### src/rtl/rf_pkg.sv
// Shared constants and types for the rf_sb register file and its scoreboard.
`default_nettype none

package rf_pkg;

  localparam int DATA_W_DEF = 32;
  localparam int NREGS_DEF  = 32;
  localparam int ADDR_W_DEF = 5;

  // Register 0 is hardwired to zero and can never be written or marked busy.
  localparam int R0 = 0;

  typedef logic [NREGS_DEF-1:0] busy_vec_t;

endpackage

`default_nettype wire

### src/rtl/rf_sb_if.sv
// Decode-side bus of rf_sb: two read ports with busy flags, writeback and issue.
`default_nettype none

interface rf_sb_if #(
  parameter int DATA_W = 32,
  parameter int ADDR_W = 5
);

  logic [ADDR_W-1:0] RSaddr;
  logic [ADDR_W-1:0] RTaddr;
  logic [DATA_W-1:0] RS;
  logic [DATA_W-1:0] RT;
  logic              RS_BUSY;
  logic              RT_BUSY;
  logic              WE;
  logic [ADDR_W-1:0] RDaddr;
  logic [DATA_W-1:0] RD;
  logic              ISSUE;
  logic [ADDR_W-1:0] ISSUEaddr;

  modport master (
    output RSaddr, RTaddr, WE, RDaddr, RD, ISSUE, ISSUEaddr,
    input  RS, RT, RS_BUSY, RT_BUSY
  );

  modport slave (
    input  RSaddr, RTaddr, WE, RDaddr, RD, ISSUE, ISSUEaddr,
    output RS, RT, RS_BUSY, RT_BUSY
  );

endinterface

`default_nettype wire

### src/rtl/rf_scoreboard.sv
// Pending-write scoreboard: one busy bit per register, set on issue, cleared on writeback.
`default_nettype none

module rf_scoreboard
  import rf_pkg::*;
#(
  parameter int NREGS  = NREGS_DEF,
  parameter int ADDR_W = ADDR_W_DEF
) (
  input  wire logic              clk,
  input  wire logic              rst,
  input  wire logic              set_en,
  input  wire logic [ADDR_W-1:0] set_addr,
  input  wire logic              clr_en,
  input  wire logic [ADDR_W-1:0] clr_addr,
  input  wire logic [ADDR_W-1:0] addr_a,
  input  wire logic [ADDR_W-1:0] addr_b,
  output logic                   busy_a,
  output logic                   busy_b
);

  logic [NREGS-1:0] busy;
  logic             set_live;
  logic             clr_live;

  assign set_live = set_en && (set_addr != ADDR_W'(R0));
  assign clr_live = clr_en && (clr_addr != ADDR_W'(R0));

  // The set is applied last so a same-address issue overrides the writeback:
  // a newer producer is still outstanding.
  always_ff @(posedge clk or posedge rst) begin
    if (rst) begin
      busy <= '0;
    end else begin
      if (clr_live) busy[clr_addr] <= 1'b0;
      if (set_live) busy[set_addr] <= 1'b1;
    end
  end

  assign busy_a = busy[addr_a];
  assign busy_b = busy[addr_b];

endmodule

`default_nettype wire

### src/rtl/rf_sb.sv
// 2-read/1-write register file with pending-write scoreboard; R0 reads zero, never busy.
// Optional same-cycle write-through when RF_BYPASS_EN is defined.
`default_nettype none

module rf_sb
  import rf_pkg::*;
#(
  parameter int DATA_W = DATA_W_DEF,
  parameter int NREGS  = NREGS_DEF,
  parameter int ADDR_W = ADDR_W_DEF
) (
  input  wire logic WCLK,
  input  wire logic RESET,
  rf_sb_if.slave    bus
);

  logic [DATA_W-1:0] mem [NREGS];
  logic              wr_live;
  logic [DATA_W-1:0] rs_stored;
  logic [DATA_W-1:0] rt_stored;
  logic              rs_busy_q;
  logic              rt_busy_q;

  assign wr_live = bus.WE && (bus.RDaddr != ADDR_W'(R0));

  always_ff @(posedge WCLK or posedge RESET) begin
    if (RESET) begin
      for (int i = 0; i < NREGS; i++) mem[i] <= '0;
    end else if (wr_live) begin
      mem[bus.RDaddr] <= bus.RD;
    end
  end

  rf_scoreboard #(
    .NREGS  (NREGS),
    .ADDR_W (ADDR_W)
  ) u_scoreboard (
    .clk      (WCLK),
    .rst      (RESET),
    .set_en   (bus.ISSUE),
    .set_addr (bus.ISSUEaddr),
    .clr_en   (bus.WE),
    .clr_addr (bus.RDaddr),
    .addr_a   (bus.RSaddr),
    .addr_b   (bus.RTaddr),
    .busy_a   (rs_busy_q),
    .busy_b   (rt_busy_q)
  );

  assign rs_stored = (bus.RSaddr == ADDR_W'(R0)) ? '0 : mem[bus.RSaddr];
  assign rt_stored = (bus.RTaddr == ADDR_W'(R0)) ? '0 : mem[bus.RTaddr];

`ifdef RF_BYPASS_EN
  logic rs_hit;
  logic rt_hit;
  logic rs_reissue;
  logic rt_reissue;

  assign rs_hit     = wr_live && (bus.RDaddr == bus.RSaddr);
  assign rt_hit     = wr_live && (bus.RDaddr == bus.RTaddr);
  assign rs_reissue = bus.ISSUE && (bus.ISSUEaddr == bus.RSaddr);
  assign rt_reissue = bus.ISSUE && (bus.ISSUEaddr == bus.RTaddr);

  // A forwarded value is only "not busy" if no new producer issues to it now.
  assign bus.RS      = rs_hit ? bus.RD : rs_stored;
  assign bus.RT      = rt_hit ? bus.RD : rt_stored;
  assign bus.RS_BUSY = (rs_hit && !rs_reissue) ? 1'b0 : rs_busy_q;
  assign bus.RT_BUSY = (rt_hit && !rt_reissue) ? 1'b0 : rt_busy_q;
`else
  assign bus.RS      = rs_stored;
  assign bus.RT      = rt_stored;
  assign bus.RS_BUSY = rs_busy_q;
  assign bus.RT_BUSY = rt_busy_q;
`endif

endmodule

`default_nettype wire

### src/flat_wrapper.sv
// flat-port wrapper written by rule: the top's interface ports become plain ports
module rf_sb_flat import rf_pkg::*;
#(
  parameter int DATA_W = DATA_W_DEF,
  parameter int NREGS  = NREGS_DEF,
  parameter int ADDR_W = ADDR_W_DEF
)
  (WCLK, RESET, bus_RSaddr, bus_RTaddr, bus_WE, bus_RDaddr, bus_RD, bus_ISSUE, bus_ISSUEaddr, bus_RS, bus_RT, bus_RS_BUSY, bus_RT_BUSY);
  rf_sb_if #(.DATA_W(DATA_W), .ADDR_W(ADDR_W)) bus_i ();
  input  wire logic WCLK;
  input  wire logic RESET;
  input wire logic [$bits(bus_i.RSaddr)-1:0] bus_RSaddr;
  input wire logic [$bits(bus_i.RTaddr)-1:0] bus_RTaddr;
  input wire logic [$bits(bus_i.WE)-1:0] bus_WE;
  input wire logic [$bits(bus_i.RDaddr)-1:0] bus_RDaddr;
  input wire logic [$bits(bus_i.RD)-1:0] bus_RD;
  input wire logic [$bits(bus_i.ISSUE)-1:0] bus_ISSUE;
  input wire logic [$bits(bus_i.ISSUEaddr)-1:0] bus_ISSUEaddr;
  output wire logic [$bits(bus_i.RS)-1:0] bus_RS;
  output wire logic [$bits(bus_i.RT)-1:0] bus_RT;
  output wire logic [$bits(bus_i.RS_BUSY)-1:0] bus_RS_BUSY;
  output wire logic [$bits(bus_i.RT_BUSY)-1:0] bus_RT_BUSY;
  assign bus_i.RSaddr = bus_RSaddr;
  assign bus_i.RTaddr = bus_RTaddr;
  assign bus_i.WE = bus_WE;
  assign bus_i.RDaddr = bus_RDaddr;
  assign bus_i.RD = bus_RD;
  assign bus_i.ISSUE = bus_ISSUE;
  assign bus_i.ISSUEaddr = bus_ISSUEaddr;
  assign bus_RS = bus_i.RS;
  assign bus_RT = bus_i.RT;
  assign bus_RS_BUSY = bus_i.RS_BUSY;
  assign bus_RT_BUSY = bus_i.RT_BUSY;
  rf_sb #(.DATA_W(DATA_W), .NREGS(NREGS), .ADDR_W(ADDR_W)) u_core (.WCLK(WCLK), .RESET(RESET), .bus(bus_i));
endmodule
### config.mk
export PLATFORM = sky130hd
export DESIGN_NAME = rf_sb_flat
export DESIGN_NICKNAME = d
export VERILOG_FILES = /design/src/rtl/rf_pkg.sv /design/src/rtl/rf_sb_if.sv /design/src/rtl/rf_scoreboard.sv /design/src/rtl/rf_sb.sv /design/src/flat_wrapper.sv
export SDC_FILE = /design/constraint.sdc
export NUM_CORES = 2
export LEC_CHECK = 0
export BUFFER_PORTS_ARGS = -buffer_cell sky130_fd_sc_hd__buf_2
export CAP_MARGIN = 30
export CORE_UTILIZATION = 40
export CTS_BUF_LIST = sky130_fd_sc_hd__clkbuf_4
export DETAILED_ROUTE_END_ITERATION = 7
export PLACE_DENSITY = 0.53
export RECOVER_POWER = 25
export SYNTH_ARGS = -nofsm -noshare
export SYNTH_HDL_FRONTEND = slang
export SYNTH_SLANG_ARGS = --single-unit
### constraint.sdc
create_clock -name WCLK -period 35.4 [get_ports WCLK]
set_input_delay 1.77 -clock WCLK [delete_from_list [all_inputs] [get_ports WCLK]]
set_output_delay 1.77 -clock WCLK [all_outputs]
set_load 0.01 [all_outputs]
==> impl_metrics.tcl <==
set metrics [dict create \
    relSlewSlack_pct -208 \
    path_buf_inv 7 \
    violations "max-capacitance violations, max-slew violations" \
    grt_pass1_vias 38700 \
    dp.cells 5352 \
    cts_resized 0 \
    grt.overflow.total 0 \
    fp-row-count 136 \
    grt_setup_unrepaired "no" \
    cts_tree "done" \
    io_buffer_count 121 \
    grt_pass1_wl_mm 282 \
    reg2regPathDepth 1 \
    fp.dieH_um 376 \
    ios 122 \
    final_common_cell "dfrtp_1" \
    crit_fanout 97 \
    worstSetupPathType "input port to asynchronous set/reset pin" \
    die_area_um2 141000 \
    ys_warn_count 0 \
    setup.worst_path.start_class "input port" \
    drtIter0Drc 3320 \
    clkLatencyLatePin_ns 1.27 \
    die_x_um 376 \
    worstHoldStart "u_core.mem[1005]" \
    ys_seq_area_share_pct 47.2 \
    synth_cell_types 41 \
    synth_top_area_share_pct 47.2 \
    leakage_nw 26.9 \
    drt-total-wl_mm 193 \
    clock.fmax_mhz 121 \
    startpoint "RESET" \
    hpwl_mm 103 \
    postCtsSetupBuffers 0 \
    rrSetupSlack_ns 34.60 \
    drv_cap 18 \
    drt_first_pass_iters 5 \
    cts_made_buffers 318 \
    total_power_mw 3.46 \
    dp_slack_ns 28.08 \
    routabilityCongestion 0.769 \
    drc 0 \
    crit_arrival_ns 9.57 \
    fin_area_um2 61900 \
    placed_area_um2 58300 \
    fin_ws_ns 27.15 \
    setup_tns_ns 0 \
    fin_hold_ws_ns 0.396 \
    cts_sinks 1056 \
    antenna_found_initial 13 \
    min_period_over_period_pct 23.3 \
    clockBufferDepth 4 \
    htreeDepth 5 \
    fin_util_pct 44.8 \
    finalSetupViolations 0 \
    mostFrequentLayoutCells "dfrtp_1, mux2_2, mux4_2, clkbuf_4, mux2i_1" \
    yosys-top-cells-area "dfrtp_1, mux2_2, mux4_2, mux2i_1, clkbuf_1" \
    critPathMaxStageDelay_ns 2.66 \
    period_minus_slack_ns 8.25 \
    cp_common_cell "buf_4" \
    hold_viol 0 \
    worst_slew_pin_slew_ns 4.59 \
    ys_ff_latch 1056 \
    path_clk_slew_ns 0.06 \
    crit_end "u_core.mem[518]" \
    critPathRequiredTime_ns 36.71 \
    fin_skew_ns 0 \
    num_vias 37000 \
    drv_slew 543 \
    worstReg2RegStart "u_core.mem[322]" \
    outcome "finished with violations" \
    areaGrowthSynthToFinish_pct 10.7 \
    drt.antenna.violating_nets 0 \
    crit_path_end_kind "asynchronous set/reset pin" \
    initial_core_util_pct 40.5 \
    power_density_nw_per_um2 55.8 \
    drive_gt1_share_pct 54.9 \
    path_depth 7 \
    clockRootBuffer "clkbuf_4" \
    syn_area_um2 56000 \
    syn_inst 3718 \
    fin_nets 3872 \
    yosysTopAreaCell "dfrtp_1" \
    wire_per_inst_um 32.7 \
    r2r_end "u_core.mem[322]" \
    grt_max_degree 153 \
    core_um2 138000 \
    vdd_ir_drop_max_v 0.0000256 \
    path_delay_family "buffers and inverters" \
    hp-class "flop to flop" \
    grt_usage_pct 27.7 \
    crit_chain "buf_2 > clkinvlp_2 > clkbuf_1 > buf_4 > buf_4 > buf_16 > buf_4" \
    avgSynthCellArea_um2 15.0 \
    slowest_stage "clkbuf_1" \
    fin_cells 5887 \
    syn_nets 3774 \
    viasPerCell 6.28 \
    hold_buffers 0 \
]
## cell families after synthesis
kind of cell	share of synthesized area, %
simple gates	1.45
compound gates	4.90
mux	42.9
flops	47.2
buf+inv	3.50
## routing by layer
metal / track usage (%) / up-vias / routed length [µm]
li1: - / 14900 / -
met1: 38.7 / 20100 / 83500
met2: 42.2 / 1545 / 89300
met3: 5.99 / 411 / 13400
met4: 10.5 / 4 / 6500
met5: 0 / - / 23
## cell usage after synthesis
master     count
a32o_1         4
nand2b_1       4
o32ai_1        3
nand3_1        2
nand4_1        1
mux2i_1      192
o31ai_1        1
or2_2          1
and4b_1        1
nor2b_1       39
nor3b_2        2
inv_1          9
and2_1         2
a22oi_1       64
a311oi_1      32
mux2_2      1026
and3b_1        3
buf_1         25
nor3b_1        5
nor2_1        21
a221oi_1      44
nor3_1         3
nand4b_1       4
mux4_2       468
buf_4         15
nand3b_1       4
a22o_1        11
a211oi_1      32
o21ai_0       94
buf_6          3
nand2_1       60
and2_0         1
or4_1          1
o22ai_1        3
a31oi_1       32
and3_1         2
buf_2        157
dfrtp_1     1056
clkbuf_1     239
o2111ai_1     20
a221o_1       32
## final cells by class
class | instances | area (µm²)
Sequential cell | 1056 | 26400
Antenna cell | 10 | 25.0
Tap cell | 1863 | 2330
Inverter | 9 | 40.0
Fill cell | 12700 | 76200
Clock inverter | 63 | 295
Multi-Input combinational cell | 2214 | 27800
Timing Repair Buffer | 217 | 1590
Clock buffer | 455 | 3420
## registers in the layout (all words and copies together), names as in the netlist
signal                    count
u_core.mem                 1024
u_core.u_scoreboard.busy     32
## worst min-delay path by stage
stage,to,slack (ns),depth (start not counted)
CTS,u_core.mem[1022],0.40,0
global placement,u_core.mem[997],0.38,0
global route,u_core.mem[1018],0.41,0
floorplan,u_core.mem[1000],0.44,1
detailed placement,u_core.mem[1003],0.38,0
finish,u_core.mem[1005],0.40,0
## power breakdown
group	switching (mW)	total, mW	internal [mW]	leakage (nW)
clock	0.546	1.14	0.598	2.24
combinational	0.282	0.701	0.420	11.2
sequential	0.172	1.61	1.44	13.5
total	0.999	3.46	2.46	26.9
Power figures use the tool's default switching activity.
